`config.mk`:
```
export PLATFORM = sky130hd
export DESIGN_NAME = gyro_integrator
export DESIGN_NICKNAME = d
export VERILOG_FILES = /design/src/rtl/gyro_integrator_pkg.sv /design/src/rtl/gyro_rate_correct.sv /design/src/rtl/gyro_integrator.sv
export SDC_FILE = /design/constraint.sdc
export NUM_CORES = 1
export LEC_CHECK = 0
export BUFFER_PORTS_ARGS = -buffer_cell sky130_fd_sc_hd__buf_2
export CAP_MARGIN = 15
export CORE_MARGIN = 3
export CORE_UTILIZATION = 56
export DETAILED_ROUTE_END_ITERATION = 8
export GPL_TIMING_DRIVEN = 0
export PLACE_DENSITY_LB_ADDON = 0.15
export RECOVER_POWER = 50
export SKIP_LAST_GASP = 1
export SLEW_MARGIN = 10
export SYNTH_ARGS = -nofsm -noshare
export SYNTH_HDL_FRONTEND = slang
export SYNTH_SLANG_ARGS = --single-unit
export TNS_END_PERCENT = 10
```
`constraint.sdc`:
```
create_clock -name clk -period 9.87 [get_ports clk]
set_input_delay 1.4805 -clock clk [delete_from_list [all_inputs] [get_ports clk]]
set_output_delay 1.4805 -clock clk [all_outputs]
set_load 0.1 [all_outputs]
```
`src/rtl/gyro_integrator_pkg.sv`:
```
// ---------------------------------------------------------------------------
// gyro_integrator_pkg
// Shared definitions for the gyro angle integrator:
//   - FSM state encodings (IDLE/CAL/DIV/RUN), matching the debug 'state' port
//   - phase encodings for the time-multiplexed per-axis datapath
//   - axis index constants AX_X/AX_Y/AX_Z
//   - 16-bit signed min/max constants
//   - phase_axis(): which axis the shared datapath serves in a given phase
// ---------------------------------------------------------------------------
package gyro_integrator_pkg;

    typedef enum logic [1:0] {
        ST_IDLE = 2'd0,
        ST_CAL  = 2'd1,
        ST_DIV  = 2'd2,
        ST_RUN  = 2'd3
    } state_e;

    // PH_X/PH_Y/PH_Z: that axis accumulates at the coming edge.
    // PH_OUT: angles are published at the coming edge.
    typedef enum logic [2:0] {
        PH_IDLE = 3'd0,
        PH_X    = 3'd1,
        PH_Y    = 3'd2,
        PH_Z    = 3'd3,
        PH_OUT  = 3'd4
    } phase_e;

    localparam logic [1:0] AX_X = 2'd0;
    localparam logic [1:0] AX_Y = 2'd1;
    localparam logic [1:0] AX_Z = 2'd2;

    localparam logic signed [15:0] S16_MAX = 16'sh7FFF;
    localparam logic signed [15:0] S16_MIN = 16'sh8000;

    function automatic logic [1:0] phase_axis(input phase_e ph);
        case (ph)
            PH_Y:    return AX_Y;
            PH_Z:    return AX_Z;
            default: return AX_X;
        endcase
    endfunction

endpackage

```
`src/rtl/gyro_rate_correct.sv`:
```
// ---------------------------------------------------------------------------
// gyro_rate_correct
// Purely combinational bias removal for one axis: d = rate - bias in 17 bits,
// saturated to 16-bit signed, then forced to 0 inside the deadband.
// Ports:
//   rate_i  in  16  signed raw rate
//   bias_i  in  16  signed zero-rate bias
//   d_o     out 16  signed corrected, deadbanded rate
// ---------------------------------------------------------------------------
module gyro_rate_correct
    import gyro_integrator_pkg::*;
#(
    parameter int DEADBAND = 8
) (
    input  logic signed [15:0] rate_i,
    input  logic signed [15:0] bias_i,
    output logic signed [15:0] d_o
);

    localparam logic signed [16:0] DIFF_HI = 17'sd32767;
    localparam logic signed [16:0] DIFF_LO = -17'sd32768;

    logic signed [16:0] diff;
    logic signed [15:0] sat;
    logic        [16:0] mag;

    always_comb begin
        diff = {rate_i[15], rate_i} - {bias_i[15], bias_i};
        if (diff > DIFF_HI) begin
            sat = S16_MAX;
        end else if (diff < DIFF_LO) begin
            sat = S16_MIN;
        end else begin
            sat = diff[15:0];
        end
        // 17-bit magnitude so that -32768 does not wrap back to negative
        mag = sat[15] ? (17'd0 - {1'b1, sat}) : {1'b0, sat};
        d_o = (mag <= 17'(DEADBAND)) ? 16'sd0 : sat;
    end

endmodule

```
`src/rtl/gyro_integrator.sv`:
```
// ---------------------------------------------------------------------------
// gyro_integrator
// Calibrates a per-axis zero-rate bias by averaging 2^CAL_LOG2 samples, then
// integrates bias-corrected, deadbanded rates into saturating accumulators
// and publishes acc >>> SHIFT (saturated to 16 bits) as the angle outputs.
// A single correction/accumulate datapath is shared X -> Y -> Z.
// Ports:
//   clk           in   1   system clock
//   RST           in   1   asynchronous active-low reset
//   sample_valid  in   1   strobe: x/y/z_rate hold a new sample
//   x/y/z_rate    in   16  signed rates
//   cal_start     in   1   begin/restart calibration
//   zero_angles   in   1   clear all accumulators
//   ang_x/y/z     out  16  signed registered angles
//   out_valid     out  1   one-cycle pulse when ang_* update
//   cal_done      out  1   high while in RUN
//   overrun       out  1   sticky: sample dropped while busy
//   state         out  2   debug state (0 IDLE, 1 CAL, 2 DIV, 3 RUN)
// ---------------------------------------------------------------------------
module gyro_integrator
    import gyro_integrator_pkg::*;
#(
    parameter int CAL_LOG2 = 6,
    parameter int DEADBAND = 8,
    parameter int SHIFT    = 7,
    parameter int ACC_W    = 32
) (
    input  logic               clk,
    input  logic               RST,
    input  logic               sample_valid,
    input  logic signed [15:0] x_rate,
    input  logic signed [15:0] y_rate,
    input  logic signed [15:0] z_rate,
    input  logic               cal_start,
    input  logic               zero_angles,
    output logic signed [15:0] ang_x,
    output logic signed [15:0] ang_y,
    output logic signed [15:0] ang_z,
    output logic               out_valid,
    output logic               cal_done,
    output logic               overrun,
    output logic [1:0]         state
);

    localparam int SUM_W = 16 + CAL_LOG2;
    localparam int CNT_W = CAL_LOG2 + 1;
    localparam logic [CNT_W-1:0]        CAL_LAST = CNT_W'((1 << CAL_LOG2) - 1);
    localparam logic signed [ACC_W-1:0] ACC_MAX  = {1'b0, {(ACC_W-1){1'b1}}};
    localparam logic signed [ACC_W-1:0] ACC_MIN  = {1'b1, {(ACC_W-1){1'b0}}};
    localparam logic signed [ACC_W-1:0] ANG_HI   = ACC_W'(32767);
    localparam logic signed [ACC_W-1:0] ANG_LO   = ACC_W'(-32768);

    state_e                  state_q;
    phase_e                  phase_q;
    logic [CNT_W-1:0]        cnt_q;
    logic signed [SUM_W-1:0] sum_q  [3];
    logic signed [15:0]      bias_q [3];
    logic signed [15:0]      rate_q [3];
    logic signed [ACC_W-1:0] acc_q  [3];
    logic signed [15:0]      ang_q  [3];
    logic                    out_valid_q;
    logic                    cal_done_q;
    logic                    overrun_q;

    logic signed [15:0]      rate_in [3];
    logic [1:0]              axis_sel;
    logic                    busy;
    phase_e                  phase_d;
    logic signed [15:0]      corr_d;
    logic signed [ACC_W:0]   acc_ext;
    logic signed [ACC_W-1:0] acc_d;

    function automatic logic signed [15:0] to_ang(input logic signed [ACC_W-1:0] a);
        logic signed [ACC_W-1:0] s;
        s = a >>> SHIFT;
        if (s > ANG_HI) return S16_MAX;
        if (s < ANG_LO) return S16_MIN;
        return s[15:0];
    endfunction

    always_comb begin
        rate_in[0] = x_rate;
        rate_in[1] = y_rate;
        rate_in[2] = z_rate;
    end

    // Phase sequencing and axis mux for the shared datapath
    always_comb begin
        axis_sel = phase_axis(phase_q);
        busy     = (phase_q == PH_X) || (phase_q == PH_Y) || (phase_q == PH_Z);
        case (phase_q)
            PH_X:    phase_d = PH_Y;
            PH_Y:    phase_d = PH_Z;
            PH_Z:    phase_d = PH_OUT;
            default: phase_d = PH_IDLE;
        endcase
    end

    gyro_rate_correct #(
        .DEADBAND (DEADBAND)
    ) u_rate_correct (
        .rate_i (rate_q[axis_sel]),
        .bias_i (bias_q[axis_sel]),
        .d_o    (corr_d)
    );

    // Saturating accumulate: one extra bit exposes overflow in either direction
    always_comb begin
        acc_ext = {acc_q[axis_sel][ACC_W-1], acc_q[axis_sel]}
                + {{(ACC_W+1-16){corr_d[15]}}, corr_d};
        if (acc_ext[ACC_W] != acc_ext[ACC_W-1]) begin
            acc_d = acc_ext[ACC_W] ? ACC_MIN : ACC_MAX;
        end else begin
            acc_d = acc_ext[ACC_W-1:0];
        end
    end

    always_ff @(posedge clk or negedge RST) begin
        if (!RST) begin
            state_q     <= ST_IDLE;
            phase_q     <= PH_IDLE;
            cnt_q       <= '0;
            out_valid_q <= 1'b0;
            cal_done_q  <= 1'b0;
            overrun_q   <= 1'b0;
            for (int i = 0; i < 3; i++) begin
                sum_q[i]  <= '0;
                bias_q[i] <= '0;
                rate_q[i] <= '0;
                acc_q[i]  <= '0;
                ang_q[i]  <= '0;
            end
        end else begin
            out_valid_q <= 1'b0;
            if (cal_start) begin
                // Restart from any state; in-flight axis work is abandoned
                state_q    <= ST_CAL;
                phase_q    <= PH_IDLE;
                cnt_q      <= '0;
                cal_done_q <= 1'b0;
                overrun_q  <= 1'b0;
                for (int i = 0; i < 3; i++) begin
                    sum_q[i] <= '0;
                    acc_q[i] <= '0;
                    ang_q[i] <= '0;
                end
            end else begin
                case (state_q)
                    ST_CAL: begin
                        if (sample_valid) begin
                            for (int i = 0; i < 3; i++) begin
                                sum_q[i] <= sum_q[i] + {{CAL_LOG2{rate_in[i][15]}}, rate_in[i]};
                            end
                            cnt_q <= cnt_q + 1'b1;
                            if (cnt_q == CAL_LAST) begin
                                state_q <= ST_DIV;
                            end
                        end
                    end
                    ST_DIV: begin
                        // Arithmetic shift: average rounded toward -inf
                        for (int i = 0; i < 3; i++) begin
                            bias_q[i] <= 16'(sum_q[i] >>> CAL_LOG2);
                            acc_q[i]  <= '0;
                        end
                        state_q    <= ST_RUN;
                        cal_done_q <= 1'b1;
                    end
                    ST_RUN: begin
                        if (busy) begin
                            acc_q[axis_sel] <= acc_d;
                            phase_q         <= phase_d;
                            if (sample_valid) begin
                                overrun_q <= 1'b1;
                            end
                        end else begin
                            if (phase_q == PH_OUT) begin
                                for (int i = 0; i < 3; i++) begin
                                    ang_q[i] <= to_ang(acc_q[i]);
                                end
                                out_valid_q <= 1'b1;
                            end
                            if (sample_valid) begin
                                for (int i = 0; i < 3; i++) begin
                                    rate_q[i] <= rate_in[i];
                                end
                                phase_q <= PH_X;
                            end else begin
                                phase_q <= PH_IDLE;
                            end
                        end
                    end
                    default: begin
                    end
                endcase

                // Placed last so the clear overrides a coincident accumulate
                if (zero_angles) begin
                    overrun_q <= 1'b0;
                    for (int i = 0; i < 3; i++) begin
                        acc_q[i] <= '0;
                    end
                    if (state_q == ST_RUN && !busy) begin
                        for (int i = 0; i < 3; i++) begin
                            ang_q[i] <= '0;
                        end
                        out_valid_q <= 1'b1;
                    end
                end
            end
        end
    end

    assign ang_x     = ang_q[0];
    assign ang_y     = ang_q[1];
    assign ang_z     = ang_q[2];
    assign out_valid = out_valid_q;
    assign cal_done  = cal_done_q;
    assign overrun   = overrun_q;
    assign state     = state_q;

endmodule

```
==> flow_metrics.tcl <==
set metrics [dict create \
    holdPathEnd "sum_q[46]" \
    total_power_uw 3270 \
    cpMaxStageDelayCell "o21ai_0" \
    synth_cell_type_count 82 \
    clk_pin_slew_ps 60 \
    outcome "complete, but fails checks" \
    ys.flop_type "dfrtp_1" \
    clock.fmax_mhz 106 \
    grtUsageTotal_pct 31.2 \
    layout_commonest_cell "dfrtp_1" \
    grt_pass1_vias 16900 \
    failed_checks "max-capacitance violations, max-slew violations" \
    syn_area_per_cell_sq_um 9.45 \
    fin_crit_sh_pct 95.4 \
    gp_congestion 0.942 \
    r2r_slack_ps 460 \
    synth_warnings 0 \
    drcViolationCount 0 \
    wl_per_cell_microns 22.2 \
    die_h_microns 194 \
    final_hold_viol_count 0 \
    fin_worst_skew_ps 24.2 \
    final_cell_mix "318 x dfrtp_1, 218 x nand2_1, 175 x o21ai_0" \
    critPathMaxStageDelay_ps 520 \
    area_growth_pct 14.7 \
    yosysSeqAreaShare_pct 40.7 \
    synth_top_area_share_pct 40.7 \
    crit_type "register to register" \
    die_area_sq_um 37500 \
    drive_above_1_share_pct 17.1 \
    crit_fanout 10 \
    multi_input_area_sq_um 11400 \
    max_cap_viol_count 2 \
    stdcell_count 2725 \
    synth_nets 2257 \
    wl_mm 60.4 \
    cts_sinks 321 \
    synth_top_area_cell "dfrtp_1" \
    r2r-start "phase_q[2]" \
    startpoint_type "register" \
    cts_tree "yes" \
    rr_worst_depth 37 \
    fp.dieW_microns 194 \
    ys_seq_elements 321 \
    worstHoldStart "sum_q[46]" \
    core_sq_um 34600 \
    layout_min_cycle_time_ps 9410 \
    num_rows 68 \
    avgViaCountPerCell 6.36 \
    overflow 0 \
    h-tree-depth 2 \
    synth-edff-count 0 \
    holdPathStages 2 \
    crit_arrival_ps 9860 \
    vdd_ir_drop_max_mv 0.142 \
    worstMarginPinSlew_ps 4900 \
    r2r_end "acc_q[28]" \
    setup_viol_count_final 0 \
    start_util_pct 56.9 \
    route.vias.total 17300 \
    drt_pass1_iterations 7 \
    numCtsBuffers 36 \
    slew_headroom_pct -227 \
    power_leakage_uw 0.0106 \
    antenna_found_initial 5 \
    seq_area_sq_um 8040 \
    critPathRequiredTime_ps 10320 \
    placedInstanceArea_sq_um 20900 \
    fin_area_sq_um 22600 \
    grt_max_degree 107 \
    drt_iter0_drc 1433 \
    finish.utilization_pct 65.3 \
    grt_first_pass_wirelength_mm 93.9 \
    nNetsFinal 2412 \
    cts_root_buf "clkbuf_16" \
    power_density_nw_per_um2 145 \
    synth_area_sq_um 19700 \
    nFillCells 2809 \
    drv_slew 197 \
    hp-class "register to register" \
    io_pins 106 \
    synth_cells 2086 \
    critPathCaptureType "register" \
    async_flop_share_pct 100 \
    place_inst 2650 \
    postRouteAntennaNets 0 \
    synth_area_leaders "dfrtp_1 41%, ha_1 7.2%, mux2_2 5.5%, o21ai_0 4.6%, a21oi_1 4.3%" \
    clk_latency_ps 540 \
    io_buffers 105 \
    whs_ps 491 \
    clk_path_buf_depth 3 \
    dp_hpwl_mm 45.7 \
]
## cells by family after synthesis
| kind of cell | count (synthesis) | synth area share [%] |
|---|---|---|
| flops | 321 | 40.7 |
| simple gates | 600 | 14.1 |
| buf+inv | 132 | 2.70 |
| xor+xnor | 88 | 3.91 |
| fa+ha+maj | 120 | 7.78 |
| mux | 164 | 8.94 |
| compound gates | 661 | 21.9 |
## cells in the mapped netlist (21+ instances only)
master,number
inv_1,28
a22o_1,64
o21a_1,26
xor2_1,55
mux2i_1,68
nor2_1,145
ha_1,113
mux2_2,96
xnor2_1,33
nand3_1,36
nand2_1,219
a21o_1,39
a221o_1,25
or3_1,21
nor3_1,57
dfrtp_1,321
o211ai_1,26
o21ai_0,183
clkbuf_1,82
a21oi_1,170
## flip-flops by register name, indices dropped and copies added (netlist names)
signal,flops
rate_q,48
acc_q,96
ang_x,16
cal_done,1
phase_q,3
out_valid,1
bias_q,48
overrun,1
sum_q,66
ang_y,16
state,2
ang_z,16
cnt_q,7
## critical path: cells and delay by family (launching register included)
kind / cells / cell delay [ps]
adder cells (fa/ha/maj): 3 / 850
AND/OR/NAND/NOR: 14 / 2820
flip-flops: 1 / 410
buffers and inverters: 6 / 1340
AO/OA/AOI/OAI: 13 / 3540
XOR/XNOR: 1 / 360
## report_power, final
part	switching [uW]	internal (uW)	total, uW
sequential	37.5	1360	1390
clock	570	899	1470
combinational	243	166	409
## what timing repair did
item	in CTS	in global routing
setup buffers	2	9
endpoints found under the setup margin	96	94
gates resized for setup	79	50
pin swaps	3	11
hold buffers	0	0
## worst max-delay path by stage
stage                           end       start  slack [ps]
after floorplan           acc_q[24]  phase_q[0]         270
after global placement    acc_q[75]  phase_q[0]       -2970
after detailed placement  acc_q[75]  phase_q[0]       -2820
after CTS                 acc_q[24]  phase_q[2]           6
after global routing      acc_q[28]  phase_q[1]         -30
final                     acc_q[28]  phase_q[2]         460
## area by class of cell
type                    count  share of cell area, %
well taps                 455                   2.52
diodes                      2                 0.0221
plain buffers             101                   2.20
clock inverters            15                   1.20
multi-input cells        1633                   50.5
clock buffers              50                   4.58
inverters                  28                  0.465
flip-flops and latches    321                   35.5
repair buffers            120                   2.95
## metrics by stage
step                worst slack [ps]  setup TNS, ps
floorplan                        267              0
global placement               -2970        -251840
detailed placement             -2820        -241130
CTS                             5.78              0
global route                   -33.7           -251
finish                           458              0
## routing by layer
| layer | vias to the layer above | part of all wire (%) | global-route usage, % |
|---|---|---|---|
| li1 | 7997 | - | - |
| met1 | 8533 | 42 | 42.1 |
| met2 | 649 | 46 | 50.1 |
| met3 | 134 | 7.3 | 6.19 |
| met4 | 8 | 3.8 | 12.0 |
| met5 | - | 0.20 | 1.53 |
No activity file was read; power rests on OpenSTA's default activity.
